## src/rtl/hazard_stall_control.sv

```systemverilog
// Load-use and mul/div occupancy hazard control for the 5-stage pipeline; sequences the mul/div handshake.
// Optional stall statistics outputs are enabled by defining HAZARD_STALL_STATS_EN.
module hazard_stall_control #(
  parameter int unsigned MD_TIMEOUT = 40,
  parameter int unsigned CNT_W      = 6,
  parameter int unsigned STAT_W     = 16
) (
  input  logic       clock,
  input  logic       reset,
  input  logic [4:0] rs_fd,
  input  logic [4:0] rt_fd,
  input  logic [4:0] rd_fd,
  input  logic       fd_uses_rs,
  input  logic       fd_uses_rt,
  input  logic       fd_uses_rd,
  input  logic       fd_is_bex,
  input  logic [4:0] rd_dx,
  input  logic       dx_is_lw,
  input  logic       dx_is_mul,
  input  logic       dx_is_div,
  input  logic       md_ready,
  input  logic       md_exception,
  output logic       stall_pc,
  output logic       stall_fd,
  output logic       stall_dx,
  output logic       bubble_dx,
  output logic       bubble_xm,
  output logic       ctrl_MULT,
  output logic       ctrl_DIV,
  output logic       md_capture,
  output logic       md_exc_out,
  output logic       md_timeout
`ifdef HAZARD_STALL_STATS_EN
  ,
  output logic [STAT_W-1:0] loaduse_cnt,
  output logic [STAT_W-1:0] mdbusy_cnt
`endif
);

  typedef enum logic [1:0] {
    IDLE = 2'd0,
    BUSY = 2'd1,
    DONE = 2'd2
  } stateT;

  localparam logic [CNT_W-1:0] TIMEOUT_LAST = CNT_W'(MD_TIMEOUT - 1);

  stateT            state, stateNext;
  logic [CNT_W-1:0] busyCnt, busyCntNext;
  logic             excFlag, excFlagNext;
  logic             toFlag, toFlagNext;
  logic             loadUse;
  logic             mdStart;
  logic             loadUseStall;

  assign loadUse = dx_is_lw && (rd_dx != '0) &&
                   ((fd_uses_rs && (rs_fd == rd_dx)) ||
                    (fd_uses_rt && (rt_fd == rd_dx)) ||
                    (fd_uses_rd && (rd_fd == rd_dx)) ||
                    (fd_is_bex  && (rd_dx == 5'd30)));

  assign mdStart = dx_is_mul || dx_is_div;

  always_ff @(posedge clock or negedge reset) begin
    if (!reset) begin
      state   <= IDLE;
      busyCnt <= '0;
      excFlag <= 1'b0;
      toFlag  <= 1'b0;
    end else begin
      state   <= stateNext;
      busyCnt <= busyCntNext;
      excFlag <= excFlagNext;
      toFlag  <= toFlagNext;
    end
  end

  // Outputs stay at their zero defaults while reset is held low.
  always_comb begin
    stateNext    = state;
    busyCntNext  = busyCnt;
    excFlagNext  = excFlag;
    toFlagNext   = toFlag;
    stall_pc     = 1'b0;
    stall_fd     = 1'b0;
    stall_dx     = 1'b0;
    bubble_dx    = 1'b0;
    bubble_xm    = 1'b0;
    ctrl_MULT    = 1'b0;
    ctrl_DIV     = 1'b0;
    md_capture   = 1'b0;
    md_exc_out   = 1'b0;
    md_timeout   = 1'b0;
    loadUseStall = 1'b0;
    if (reset) begin
      unique case (state)
        IDLE: begin
          excFlagNext = 1'b0;
          toFlagNext  = 1'b0;
          if (mdStart) begin
            ctrl_MULT   = dx_is_mul;
            ctrl_DIV    = dx_is_div && !dx_is_mul;
            stall_pc    = 1'b1;
            stall_fd    = 1'b1;
            stall_dx    = 1'b1;
            bubble_xm   = 1'b1;
            busyCntNext = '0;
            stateNext   = BUSY;
          end else if (loadUse) begin
            stall_pc     = 1'b1;
            stall_fd     = 1'b1;
            bubble_dx    = 1'b1;
            loadUseStall = 1'b1;
          end
        end
        BUSY: begin
          stall_pc    = 1'b1;
          stall_fd    = 1'b1;
          stall_dx    = 1'b1;
          bubble_xm   = 1'b1;
          busyCntNext = busyCnt + CNT_W'(1);
          if (md_ready) begin
            excFlagNext = md_exception;
            toFlagNext  = 1'b0;
            stateNext   = DONE;
          end else if (busyCnt == TIMEOUT_LAST) begin
            excFlagNext = 1'b0;
            toFlagNext  = 1'b1;
            stateNext   = DONE;
          end
        end
        DONE: begin
          md_capture  = 1'b1;
          md_exc_out  = excFlag;
          md_timeout  = toFlag;
          excFlagNext = 1'b0;
          toFlagNext  = 1'b0;
          busyCntNext = '0;
          stateNext   = IDLE;
        end
        default: begin
          stateNext = IDLE;
        end
      endcase
    end
  end

`ifdef HAZARD_STALL_STATS_EN
  always_ff @(posedge clock or negedge reset) begin
    if (!reset) begin
      loaduse_cnt <= '0;
      mdbusy_cnt  <= '0;
    end else begin
      if (loadUseStall && (loaduse_cnt != '1)) loaduse_cnt <= loaduse_cnt + STAT_W'(1);
      if ((state == BUSY) && (mdbusy_cnt != '1)) mdbusy_cnt <= mdbusy_cnt + STAT_W'(1);
    end
  end
`else
  localparam int unsigned unusedStatW = STAT_W;
  logic unusedLoadUseStall;
  assign unusedLoadUseStall = loadUseStall;
`endif

endmodule

```

## config.mk

```make
export PLATFORM = sky130hd
export DESIGN_NAME = hazard_stall_control
export DESIGN_NICKNAME = d
export VERILOG_FILES = /design/src/rtl/hazard_stall_control.sv
export SDC_FILE = /design/constraint.sdc
export NUM_CORES = 1
export LEC_CHECK = 0
export ABC_AREA = 1
export CAP_MARGIN = 30
export CORE_MARGIN = 8
export CORE_UTILIZATION = 43
export CTS_CLUSTER_SIZE = 8
export DETAILED_ROUTE_END_ITERATION = 16
export GPL_TIMING_DRIVEN = 0
export PLACE_DENSITY = 0.8
export REMOVE_ABC_BUFFERS = 1
export SLEW_MARGIN = 0
export SYNTH_ARGS = -nofsm -noshare
export SYNTH_HDL_FRONTEND = slang
export SYNTH_SLANG_ARGS = --single-unit
```

## constraint.sdc

```tcl
create_clock -name clock -period 1.75 [get_ports clock]
set_input_delay 0.35 -clock clock [delete_from_list [all_inputs] [get_ports clock]]
set_output_delay 0.35 -clock clock [all_outputs]
set_load 0.05 [all_outputs]
```

== Yosys cells after proc, flatten, opt, wreduce, memory -nomap -nowiden ==
Index checks and enable logic that the tools add are counted.
W data, S select, Z words.

* Register bits after elaboration: 10
* Bits of input ports: 31
* Output and inout port bits: 10
* Logic and storage cells: 68

* Add/subtract/negate cells: 1
* Equality and inequality tests: 9
* Multiplexer cells: 34
* Reductions and logical operators: 20

{| class="wikitable"
|+ Operators with widths
! operator !! number
|-
| $mux W1 || 24
|-
| $pmux W6 S3 || 1
|-
| $eq A5 B5 Y1 || 3
|-
| $reduce_and A3 Y1 || 3
|-
| $pmux W1 S2 || 4
|-
| $logic_and A1 B1 Y1 || 7
|-
| $add A6 B1 Y6 const B || 1
|-
| $eq A6 B6 Y1 const B || 1
|-
| $mux W2 || 3
|-
| $mux W6 || 1
|-
| $eq A5 B5 Y1 const B || 1
|-
| $reduce_bool A5 Y1 || 1
|-
| $logic_or A1 B1 Y1 || 4
|-
| $pmux W2 S2 || 1
|-
| $ne A3 B3 Y1 const B || 1
|-
| $reduce_bool A3 Y1 || 1
|-
| $eq A2 B1 Y1 const B || 1
|-
| $eq A2 B2 Y1 const B || 1
|-
| $logic_not A2 Y1 || 1
|-
| $ne A2 B2 Y1 const B || 1
|-
| $reduce_bool A2 Y1 || 1
|-
| $reduce_or A2 Y1 || 1
|-
| $logic_not A1 Y1 || 1
|}

== Depth between registers and ports, before layout ==
* Depth in word-level cells: 10
* Mapped depth: 10
* Mapped depth without buffers: 10

== Worst setup path after synthesis ==
No wires, ideal clock.

* Kind: reg-to-output
* From: reg state[1]
* To: out stall_pc
* Arrival: 2.303 ns
* Required time: 1.400 ns
* Slack: -0.903 ns
* Cell stages (with the launch flop): 7
* Path buffers: 1
* Cell sequence: dfrtp_1 > inv_2 > nand2_1 > inv_2 > o211ai_1 > o21ai_0 > buf_4

* Longest elaborated chain between the ends: 3
* Elaborated cells between the ends (all ways): 4
* Those cells by class: 1 x eq/ne; 2 x mux; 1 x reduce/logical

{| class="wikitable"
|+ RTL lines
! element !! RTL line !! source
|-
| start: declaration || 48 || <nowiki>stateT state, stateNext;</nowiki>
|-
| start signal: assignment || 71 || <nowiki>state <= stateNext;</nowiki>
|-
| $eq A2 B1 Y1 / $logic_not A2 Y1 (equally long branches) || - ||
|-
| $pmux W1 S2 * || - ||
|-
| $mux W1 * || - ||
|-
| end: declaration || 23 || <nowiki>output logic stall_pc,</nowiki>
|}

Mark *: on every way between the ends. The rest lies on a longest branch, timed or not.

== Final worst setup path ==
* From: in dx_is_mul
* To: out bubble_dx

* Longest elaborated chain between the ends: 4

{| class="wikitable"
|+ RTL lines
! element !! RTL line !! source
|-
| start: declaration || 19 || <nowiki>input logic dx_is_mul,</nowiki>
|-
| $logic_or A1 B1 Y1 || 62 || <nowiki>assign mdStart = dx_is_mul || dx_is_div;</nowiki>
|-
| $mux W1 || 100 || <nowiki>if (mdStart) begin</nowiki>
|-
| $mux W1 || 96 || <nowiki>unique case (state)</nowiki>
|-
| $mux W1 || 95 || <nowiki>if (reset) begin</nowiki>
|-
| end: declaration || 26 || <nowiki>output logic bubble_dx,</nowiki>
|}

No other way between the ends.

==> metrics <==
Tmin final 1.81 ns; Initial Util 45.1%; Register Area 251 sq um; Layout area overhead 53.4%; CTS clk-pin slew, worst paths 0.07 ns; CTS tree built; WHS Path Cells 3; chip height 64.2 um; Slew @ Worst Pin 0.474 ns; Antenna Nets Post-Route 0; Synth Warn # 0; mapped cell area 998 sq um; gr busiest metal met2; DRT Wirelength 3.00 mm; Inst Count DP 235; vias in the first global route 1223; initial DRC count 23; gr ovfl total 0; nets 256; final setup TNS -0.124 ns; post-synthesis sequential area ratio 25.1%; Finished Cell Area 1530 sq um; Final Cycle Share 103%; DR vias/cell 4.81; Synth area leader dfrtp_1; dominant synthesized flop cell dfrtp_1; clk_lat worst skew 0.26 ns; global-route usage over all layers 14.5%; CTS Buf Count 3; Die Area 4120 sq um; ranking of synthesized cells by area dfrtp_1 (25%), nand2_1 (23%), inv_1 (11%); Longest Clk Path Bufs 2; GPL Wtd Cong 0.814; hold_sp reset; Leak 0.000872 uW; Hold/Removal Path Class in2reg; worst reg2reg path startpoint busyCnt[1]; post-synthesis cell type count 27; antenna diode count 0; maximum clock rate 553 MHz; I/O pin count 41; antenna violations before repair 0; worst setup path category in2out; fin worst setup slack -0.0570 ns; count leader, synth nand2_1; critical path peak fanout 2; CTS Sinks 10; unrepaired setup endpoints after global routing yes; crit path DAT 1.46 ns; vias 1207; dpl ws -1.47 ns; max_cap viols 0; final std cells w/o fill 251; Port Buf Inserts 40; startpoint types primary input; met1 global-route usage 13.8%; slew margin rel. 68.3%; share of cells above drive strength 1 26.9%; Post-DP HPWL 2.31 mm; wire length per cell 11.9 um; final hold violations 0; r2r endpoint state[0]; Required @ worst endpoint 1.40 ns; status finished with violations; multi-input logic area 624 sq um; failing checks setup timing; Clock Skew 0.000757 ns; pwr/cell area 921 nW/um^2; largest net degree at the start of global routing 11; R2R setup slack 0.29 ns; Post-Syn Instances 169; first-pass GRT wire length 5.00 mm; Residual DRC 0; r2r worst-path depth 7; Synth Register Bits 10; Filler cells 214; area share of the largest cell type after synthesis 25.1%; final setup vio count 3; Die W 64.2 um; fin util 69.2%; GRT met2 Usage 28.5%; hold worst-path end state[0]; Root Driver clkbuf_4; synth cell count leaders nand2_1 (60), inv_1 (29), nor2_1 (25); Pins Over Slew Limit 0; syn avg cell area 5.91 sq um; CTS H-tree lvls 1; EDFF count, synth 0; M3 GR Usage 3.66%; std cell rows 17; Worst VDD drop 0.529 mV; CP Capture Type primary output; Placed Area 1420 sq um; Core Area 2210 sq um; ys async rst share 100%; DR pass1 iterations 4
critical path, stage by stage:
cell	delay, ns
clkdlybuf4s50_1	0.43
nor2_2	0.16
nand2_2	0.10
nor3_2	0.22
buf_6	0.19
state kept, by name (all words and copies together), names as in the netlist:
register,flops
busyCnt,6
state,2
excFlag,1
toFlag,1
final cells by class:
type | instances | area share, %
multi-input cells | 123 | 40.8
inverters | 34 | 9.48
well taps | 28 | 2.29
clock buffers | 4 | 2.37
flip-flops and latches | 10 | 16.4
repair buffers | 52 | 28.7
worst max path at each step:
stage	end	slack (ns)	cells after the start	startpoint
final	bubble_dx	-0.06	5	dx_is_mul
after global routing	bubble_dx	-0.11	5	dx_is_mul
after CTS	bubble_xm	-0.05	6	dx_is_mul
after detailed placement	stall_fd	-1.47	6	reset
after global placement	stall_pc	-1.46	6	reset
after floorplan	stall_fd	-1.49	5	state[1]
per-layer routing:
metal	vias up	share of wire, %
li1	625	-
met1	545	41
met2	33	52
met3	4	6.2
met4	0	1.5
met5	-	0
report_power, final:
part	internal, uW	total [uW]	switching [uW]
sequential	282	331	49.7
combinational	352	870	518
clock	126	209	82.3
layout by cell type (no fill, tap or decap), types with 4 or more instances in the layout:
cell type,Yosys,final
buf_2,0,4
buf_4,2,15
buf_6,0,6
clkbuf_4,0,5
clkdlybuf4s15_1,0,7
clkdlybuf4s50_1,0,5
dfrtp_1,10,9
dlygate4sd2_1,0,9
inv_1,29,25
inv_2,3,4
inv_4,1,4
nand2_1,60,59
nand3_1,11,11
nor2_1,25,22
nor2_2,1,4
stage by stage:
step	power (uW)	hold WS (ns)
floorplan	804	0.0544
finish	1410	0.450
global placement	1020	0.492
detailed placement	1040	0.499
CTS	1290	0.436
global route	1510	0.461
repair_timing:
item,CTS,global route
buffers inserted,5,6
endpoints found under the setup margin,17,8
endpoints found under the hold margin,10,0
resized for setup,120,29
pin swaps,20,7
hold buffers,1,0
cells by family (layout without fill, tap and decap cells):
logic type | after synthesis | count (layout) | share of synthesized area (%)
AND/OR/NAND/NOR | 109 | 109 | 49.4
buffers and inverters | 36 | 90 | 15.3
AO/OA/AOI/OAI | 12 | 12 | 8.15
flip-flops | 10 | 10 | 25.1
adder cells (fa/ha/maj) | 1 | 1 | 1.25
XOR/XNOR | 1 | 1 | 0.877
No activity file was read; power rests on OpenSTA's default activity.
